<file path="config.mk">
export PLATFORM = sky130hd
export DESIGN_NAME = sync_fifo_prog
export DESIGN_NICKNAME = d
export VERILOG_FILES = /design/src/rtl/fifo_pkg.sv /design/src/rtl/ram_simple_dual_port.sv /design/src/rtl/sync_fifo_prog.sv
export SDC_FILE = /design/constraint.sdc
export NUM_CORES = 1
export LEC_CHECK = 0
export CORE_MARGIN = 2
export CORE_UTILIZATION = 60
export CTS_CLUSTER_SIZE = 28
export DETAILED_ROUTE_END_ITERATION = 12
export PLACE_DENSITY = 0.84
export SETUP_SLACK_MARGIN = 0.5
export SYNTH_ARGS = -nofsm -noshare
export SYNTH_HDL_FRONTEND = slang
export SYNTH_SLANG_ARGS = --single-unit
</file>
<file path="constraint.sdc">
create_clock -name CLK -period 2.8 [get_ports CLK]
set_input_delay 0.56 -clock CLK [delete_from_list [all_inputs] [get_ports CLK]]
set_output_delay 0.56 -clock CLK [all_outputs]
set_load 0.01 [all_outputs]
</file>
<file path="src/rtl/fifo_pkg.sv">
// fifo_pkg: shared types and helpers
// for the single-clock programmable FIFO.
package fifo_pkg;

  typedef enum logic {
    FIFO_STD,
    FIFO_FWFT
  } fifo_rd_mode_e;

  function automatic int cnt_width(input int depth);
    return $clog2(depth + 1);
  endfunction

  function automatic bit thresh_ok(
    input int depth,
    input int af,
    input int ae
  );
    return (depth >= 2) &&
           (af >= 1) && (af <= depth) &&
           (ae >= 0) && (ae <= depth - 1);
  endfunction

endpackage

</file>
<file path="src/rtl/ram_simple_dual_port.sv">
// ram_simple_dual_port: one write port,
// one registered read port; contents not reset.
module ram_simple_dual_port #(
  parameter int WIDTH = 32,
  parameter int DEPTH = 16,
  parameter int AW    = $clog2(DEPTH)
) (
  input  logic             WR_CLK,
  input  logic             WR_EN,
  input  logic [AW-1:0]    WR_ADDR,
  input  logic [WIDTH-1:0] WR_DATA,
  input  logic             RD_CLK,
  input  logic             RD_RST_N,
  input  logic             RD_EN,
  input  logic [AW-1:0]    RD_ADDR,
  output logic [WIDTH-1:0] RD_DATA
);

  logic [WIDTH-1:0] mem [DEPTH];

  always_ff @(posedge WR_CLK) begin
    if (WR_EN) mem[WR_ADDR] <= WR_DATA;
  end

  // only the output register is cleared
  always_ff @(posedge RD_CLK) begin
    if (!RD_RST_N) begin
      RD_DATA <= '0;
    end else if (RD_EN) begin
      RD_DATA <= mem[RD_ADDR];
    end
  end

endmodule

</file>
<file path="src/rtl/sync_fifo_prog.sv">
// sync_fifo_prog: single-clock FIFO, any depth,
// programmable flags, standard or FWFT read.
module sync_fifo_prog
  import fifo_pkg::*;
#(
  parameter int WIDTH     = 32,
  parameter int DEPTH     = 16,
  parameter bit FWFT      = 1'b0,
  parameter int AF_THRESH = DEPTH - 2,
  parameter int AE_THRESH = 2,
  parameter int CNT_W     = cnt_width(DEPTH)
) (
  input  logic             CLK,
  input  logic             RST_N,
  input  logic             WR_EN,
  input  logic [WIDTH-1:0] WR_DATA,
  output logic             WR_ACK,
  output logic             OVERFLOW,
  input  logic             RD_EN,
  output logic [WIDTH-1:0] RD_DATA,
  output logic             RD_VALID,
  output logic             UNDERFLOW,
  output logic             FULL,
  output logic             EMPTY,
  output logic             ALMOST_FULL,
  output logic             ALMOST_EMPTY,
  output logic [CNT_W-1:0] DATA_COUNT
);

  localparam int AW = $clog2(DEPTH);
  localparam fifo_rd_mode_e MODE =
    FWFT ? FIFO_FWFT : FIFO_STD;
  localparam logic [CNT_W-1:0] DEPTH_C =
    CNT_W'(DEPTH);
  localparam logic [CNT_W-1:0] AF_C =
    CNT_W'(AF_THRESH);
  localparam logic [CNT_W-1:0] AE_C =
    CNT_W'(AE_THRESH);
  localparam logic [AW-1:0] LAST = AW'(DEPTH - 1);

  if (!thresh_ok(DEPTH, AF_THRESH, AE_THRESH))
  begin : g_bad_thresh
    $error("sync_fifo_prog: illegal DEPTH/AF_THRESH/AE_THRESH");
  end

  function automatic logic [AW-1:0] ptr_inc(
    input logic [AW-1:0] p
  );
    return (p == LAST) ? '0 : p + AW'(1);
  endfunction

  logic [AW-1:0]    wr_ptr, rd_ptr;
  logic [CNT_W-1:0] count, count_nxt, ram_cnt;
  logic             wr_acc, rd_acc, ram_we, ram_rd;
  logic             vld_nxt;
  logic             full_q, empty_q, af_q, ae_q;
  logic             ack_q, ovf_q, unf_q, vld_q;

  assign wr_acc = WR_EN & ~full_q;
  assign rd_acc = RD_EN & ~empty_q;
  assign ram_we = wr_acc & RST_N;

  // FWFT: vld_q marks the RAM output register as the head word
  always_comb begin
    count_nxt = count;
    ram_cnt   = count - CNT_W'(vld_q);
    ram_rd    = 1'b0;
    vld_nxt   = 1'b0;
    if (wr_acc && !rd_acc)
      count_nxt = count + CNT_W'(1);
    else if (!wr_acc && rd_acc)
      count_nxt = count - CNT_W'(1);
    unique case (MODE)
      FIFO_FWFT: begin
        ram_rd  = (ram_cnt != '0) &&
                  (!vld_q || rd_acc);
        vld_nxt = ram_rd || (vld_q && !rd_acc);
      end
      default: begin
        ram_rd  = rd_acc;
        vld_nxt = rd_acc;
      end
    endcase
  end

  always_ff @(posedge CLK) begin
    if (!RST_N) begin
      wr_ptr  <= '0;
      rd_ptr  <= '0;
      count   <= '0;
      full_q  <= 1'b0;
      empty_q <= 1'b1;
      af_q    <= 1'b0;
      ae_q    <= 1'b1;
      ack_q   <= 1'b0;
      ovf_q   <= 1'b0;
      unf_q   <= 1'b0;
      vld_q   <= 1'b0;
    end else begin
      if (wr_acc) wr_ptr <= ptr_inc(wr_ptr);
      if (ram_rd) rd_ptr <= ptr_inc(rd_ptr);
      count   <= count_nxt;
      full_q  <= (count_nxt == DEPTH_C);
      empty_q <= (MODE == FIFO_FWFT) ?
                 !vld_nxt : (count_nxt == '0);
      af_q    <= (count_nxt >= AF_C);
      ae_q    <= (count_nxt <= AE_C);
      ack_q   <= wr_acc;
      ovf_q   <= WR_EN & full_q;
      unf_q   <= RD_EN & empty_q;
      vld_q   <= vld_nxt;
    end
  end

  ram_simple_dual_port #(
    .WIDTH (WIDTH),
    .DEPTH (DEPTH)
  ) u_ram (
    .WR_CLK   (CLK),
    .WR_EN    (ram_we),
    .WR_ADDR  (wr_ptr),
    .WR_DATA  (WR_DATA),
    .RD_CLK   (CLK),
    .RD_RST_N (RST_N),
    .RD_EN    (ram_rd),
    .RD_ADDR  (rd_ptr),
    .RD_DATA  (RD_DATA)
  );

  assign WR_ACK       = ack_q;
  assign OVERFLOW     = ovf_q;
  assign UNDERFLOW    = unf_q;
  assign RD_VALID     = vld_q;
  assign FULL         = full_q;
  assign EMPTY        = empty_q;
  assign ALMOST_FULL  = af_q;
  assign ALMOST_EMPTY = ae_q;
  assign DATA_COUNT   = count;

endmodule
</file>
==> impl_metrics.env <==
export IMPL_wl_per_cell_um=30.1
export IMPL_rr_worst_depth=5
export IMPL_drt_first_pass_iters=5
export IMPL_path_cells="buf_4 > mux4_2 > a22oi_1 > nand2_1 > a22o_1"
export IMPL_post_route_util_pct=71.5
export IMPL_first_global_vias=11156
export IMPL_insertion_delay_ns=0.58
export IMPL_pin_count=81
export IMPL_peakVddDrop_uv=676
export IMPL_cts_buffer_depth=3
export IMPL_n_antenna_cell=0
export IMPL_routed_wl_mm=48.7
export IMPL_cp_data_arrival_time_ns=2.71
export IMPL_post_cts_setup_buffer_count=0
export IMPL_syn_avg_cell_area_um2=21.5
export IMPL_grt_usage_pct=27.4
export IMPL_max_stage_delay_ns=0.60
export IMPL_crit_fanout=17
export IMPL_clkSinkCount=565
export IMPL_syn_area_mm2=0.0212
export IMPL_fin_cells=1618
export IMPL_seq_area_frac_synth_pct=77.4
export IMPL_antenna_found_initial=1
export IMPL_initial_core_util_pct=61.1
export IMPL_cts_root_buffer="clkbuf_16"
export IMPL_drive_gt1_share_pct=24.8
export IMPL_ys_types=39
export IMPL_clkTransAtPathRegs_ns=0.06
export IMPL_finalSetupViolations=0
export IMPL_drc_errors=0
export IMPL_status="completed"
export IMPL_dpl_instance_area_mm2=0.0230
export IMPL_fill_cells=1929
export IMPL_portBuffers=80
export IMPL_finalClockSkew_ns=0.0122
export IMPL_drv_slew=0
export IMPL_cp_top_family="multiplexers"
export IMPL_cap_violations=0
export IMPL_dp_slack_ns=0.146
export IMPL_final_area_mm2=0.0248
export IMPL_vias=10587
export IMPL_path_class="reg -> reg"
export IMPL_worstHoldPathCells=1
export IMPL_finalPower_mw=18.6
export IMPL_cts_resized=0
export IMPL_worst_pin_slew_ns=1.03
export IMPL_period_needed_ns=2.24
export IMPL_coreArea_mm2=0.0347
export IMPL_hold_violations=0
export IMPL_crit_required_ns=3.27
export IMPL_hp_class="reg -> reg"
export IMPL_rsz0062_at_grt="yes"
export IMPL_cts_hold_buffers=0
export IMPL_dpl_hpwl_mm=28.6
export IMPL_period_share_pct=80.0
export IMPL_cts_tree="done"
export IMPL_nNetsFinal=1161
export IMPL_power_leakage_nw=7.87
export IMPL_layout_common_cells="edfxtp_1, mux4_2, clkdlybuf4s50_1"
export IMPL_place_congestion=0.809
export IMPL_cts_made_buffers=53
export IMPL_grt_ovfl_total=0
export IMPL_path_buf_inv=1
export IMPL_die_w_um=192
export IMPL_ys_warn_count=0
export IMPL_syn_nets=1032
export IMPL_fmax_mhz=447
export IMPL_synth_cells=989
export IMPL_slew_headroom_pct=31.2
export IMPL_synth_seq_cells=565
export IMPL_drt_initial_drc_count=1143
export IMPL_crit_path_end_kind="register"
export IMPL_place_inst=1518
export IMPL_p_per_area_mw_per_mm2=750
export IMPL_ctsHtreeMaxLevel=2
export IMPL_die_area_mm2=0.0369
export IMPL_fin_hold_ws_ns=0.478
export IMPL_layout_commonest_cell="edfxtp_1"
export IMPL_viasPerCell=6.54
export IMPL_area_delta_synth_final_pct=17.0
export IMPL_crit_cells=5
export IMPL_antenna_left=0
export IMPL_cp_start_kind="register"
export IMPL_fp_dieH_um=192
export IMPL_grt_pass1_wl_mm=71.9
export IMPL_cpMaxStageDelayCell="mux4_2"
export IMPL_rows=68
export IMPL_setup_slack_ns=0.561
export IMPL_fin_setup_tns_ns=0
export IMPL_grt_max_degree=74
worst register-to-register path, cell delays in order (launching register included):
cell,delay (ns)
dfxtp_4,0.48
buf_4,0.39
mux4_2,0.60
a22oi_1,0.31
nand2_1,0.14
a22o_1,0.22
cell usage after synthesis:
| library cell | instances | area share (%) |
|---|---|---|
| ha_1 | 7 | 0.41 |
| dfxtp_1 | 53 | 5.0 |
| o21ai_0 | 5 | 0.12 |
| buf_2 | 14 | 0.33 |
| or3_1 | 1 | 0.029 |
| nand3_1 | 2 | 0.047 |
| nor3b_1 | 2 | 0.071 |
| a22o_1 | 32 | 1.3 |
| edfxtp_1 | 512 | 72 |
| nor2b_1 | 5 | 0.15 |
| and4_4 | 1 | 0.053 |
| and3_1 | 4 | 0.12 |
| nor4b_1 | 1 | 0.041 |
| and2_1 | 27 | 0.80 |
| xnor2_1 | 5 | 0.21 |
| nand2_1 | 43 | 0.76 |
| mux4_2 | 128 | 14 |
| a21oi_1 | 5 | 0.12 |
| a311oi_1 | 1 | 0.041 |
| o21a_1 | 1 | 0.035 |
| clkbuf_1 | 29 | 0.51 |
| nor2_1 | 6 | 0.11 |
| buf_1 | 3 | 0.053 |
| o41ai_1 | 3 | 0.12 |
| nand4_1 | 1 | 0.029 |
| buf_4 | 1 | 0.035 |
| nand2b_1 | 3 | 0.088 |
| o211ai_1 | 1 | 0.035 |
| o22ai_1 | 1 | 0.029 |
| nor4_1 | 1 | 0.029 |
| a22oi_1 | 66 | 2.3 |
| a31o_1 | 1 | 0.041 |
| inv_1 | 5 | 0.088 |
| a211oi_1 | 1 | 0.035 |
| a21boi_0 | 2 | 0.071 |
| nor3_1 | 4 | 0.094 |
| buf_6 | 10 | 0.53 |
| and3_4 | 1 | 0.053 |
| o311a_1 | 1 | 0.047 |
state kept, by name (all words and copies together) (netlist names):
name / cells
EMPTY: 1
WR_ACK: 1
u_ram.RD_DATA: 32
ALMOST_EMPTY: 1
UNDERFLOW: 1
u_ram.mem: 512
OVERFLOW: 1
ALMOST_FULL: 1
rd_ptr: 4
wr_ptr: 4
DATA_COUNT: 5
RD_VALID: 1
FULL: 1
power breakdown:
part	switching, mW	internal (mW)
registers	0.110	9.35
logic	0.926	0.892
clock network	3.06	4.29
total	4.09	14.5
layout make-up:
class	count	area [um^2]	share of cell area (%)
sequential	565	16400	66.2
multi-input combinational	362	4510	18.2
timing repair buffer	131	1490	5.99
clock buffer	70	1480	5.97
tap	455	569	2.29
clock inverter	30	322	1.30
inverter	5	18.8	0.0756
path summary, 6_finish.rpt:
kind                      from                 to  slack [ns]
max                  rd_ptr[0]  u_ram.RD_DATA[12]        0.56
min          u_ram.RD_DATA[24]  u_ram.RD_DATA[24]        0.48
min reg2reg  u_ram.RD_DATA[24]  u_ram.RD_DATA[24]        0.48
max reg2reg          rd_ptr[0]  u_ram.RD_DATA[12]        0.56
cells by family (layout without fill, tap and decap cells):
| logic type | Yosys count | in the layout | synth area share (%) |
|---|---|---|---|
| muxes | 128 | 128 | 13.6 |
| buffers and inverters | 62 | 236 | 1.55 |
| AOI/OAI and AO/OA | 120 | 120 | 4.35 |
| xor gates and xnor gates | 5 | 5 | 0.206 |
| adders and majority gates | 7 | 7 | 0.413 |
| DFF | 565 | 565 | 77.4 |
| and+or+nand+nor | 102 | 102 | 2.46 |
layer usage:
metal | track usage [%] | wire, um
met3 | 3.80 | 3060
met1 | 32.6 | 16800
met5 | 0 | 18
met2 | 50.3 | 26900
met4 | 11.1 | 1910
Power figures use the tool's default switching activity.
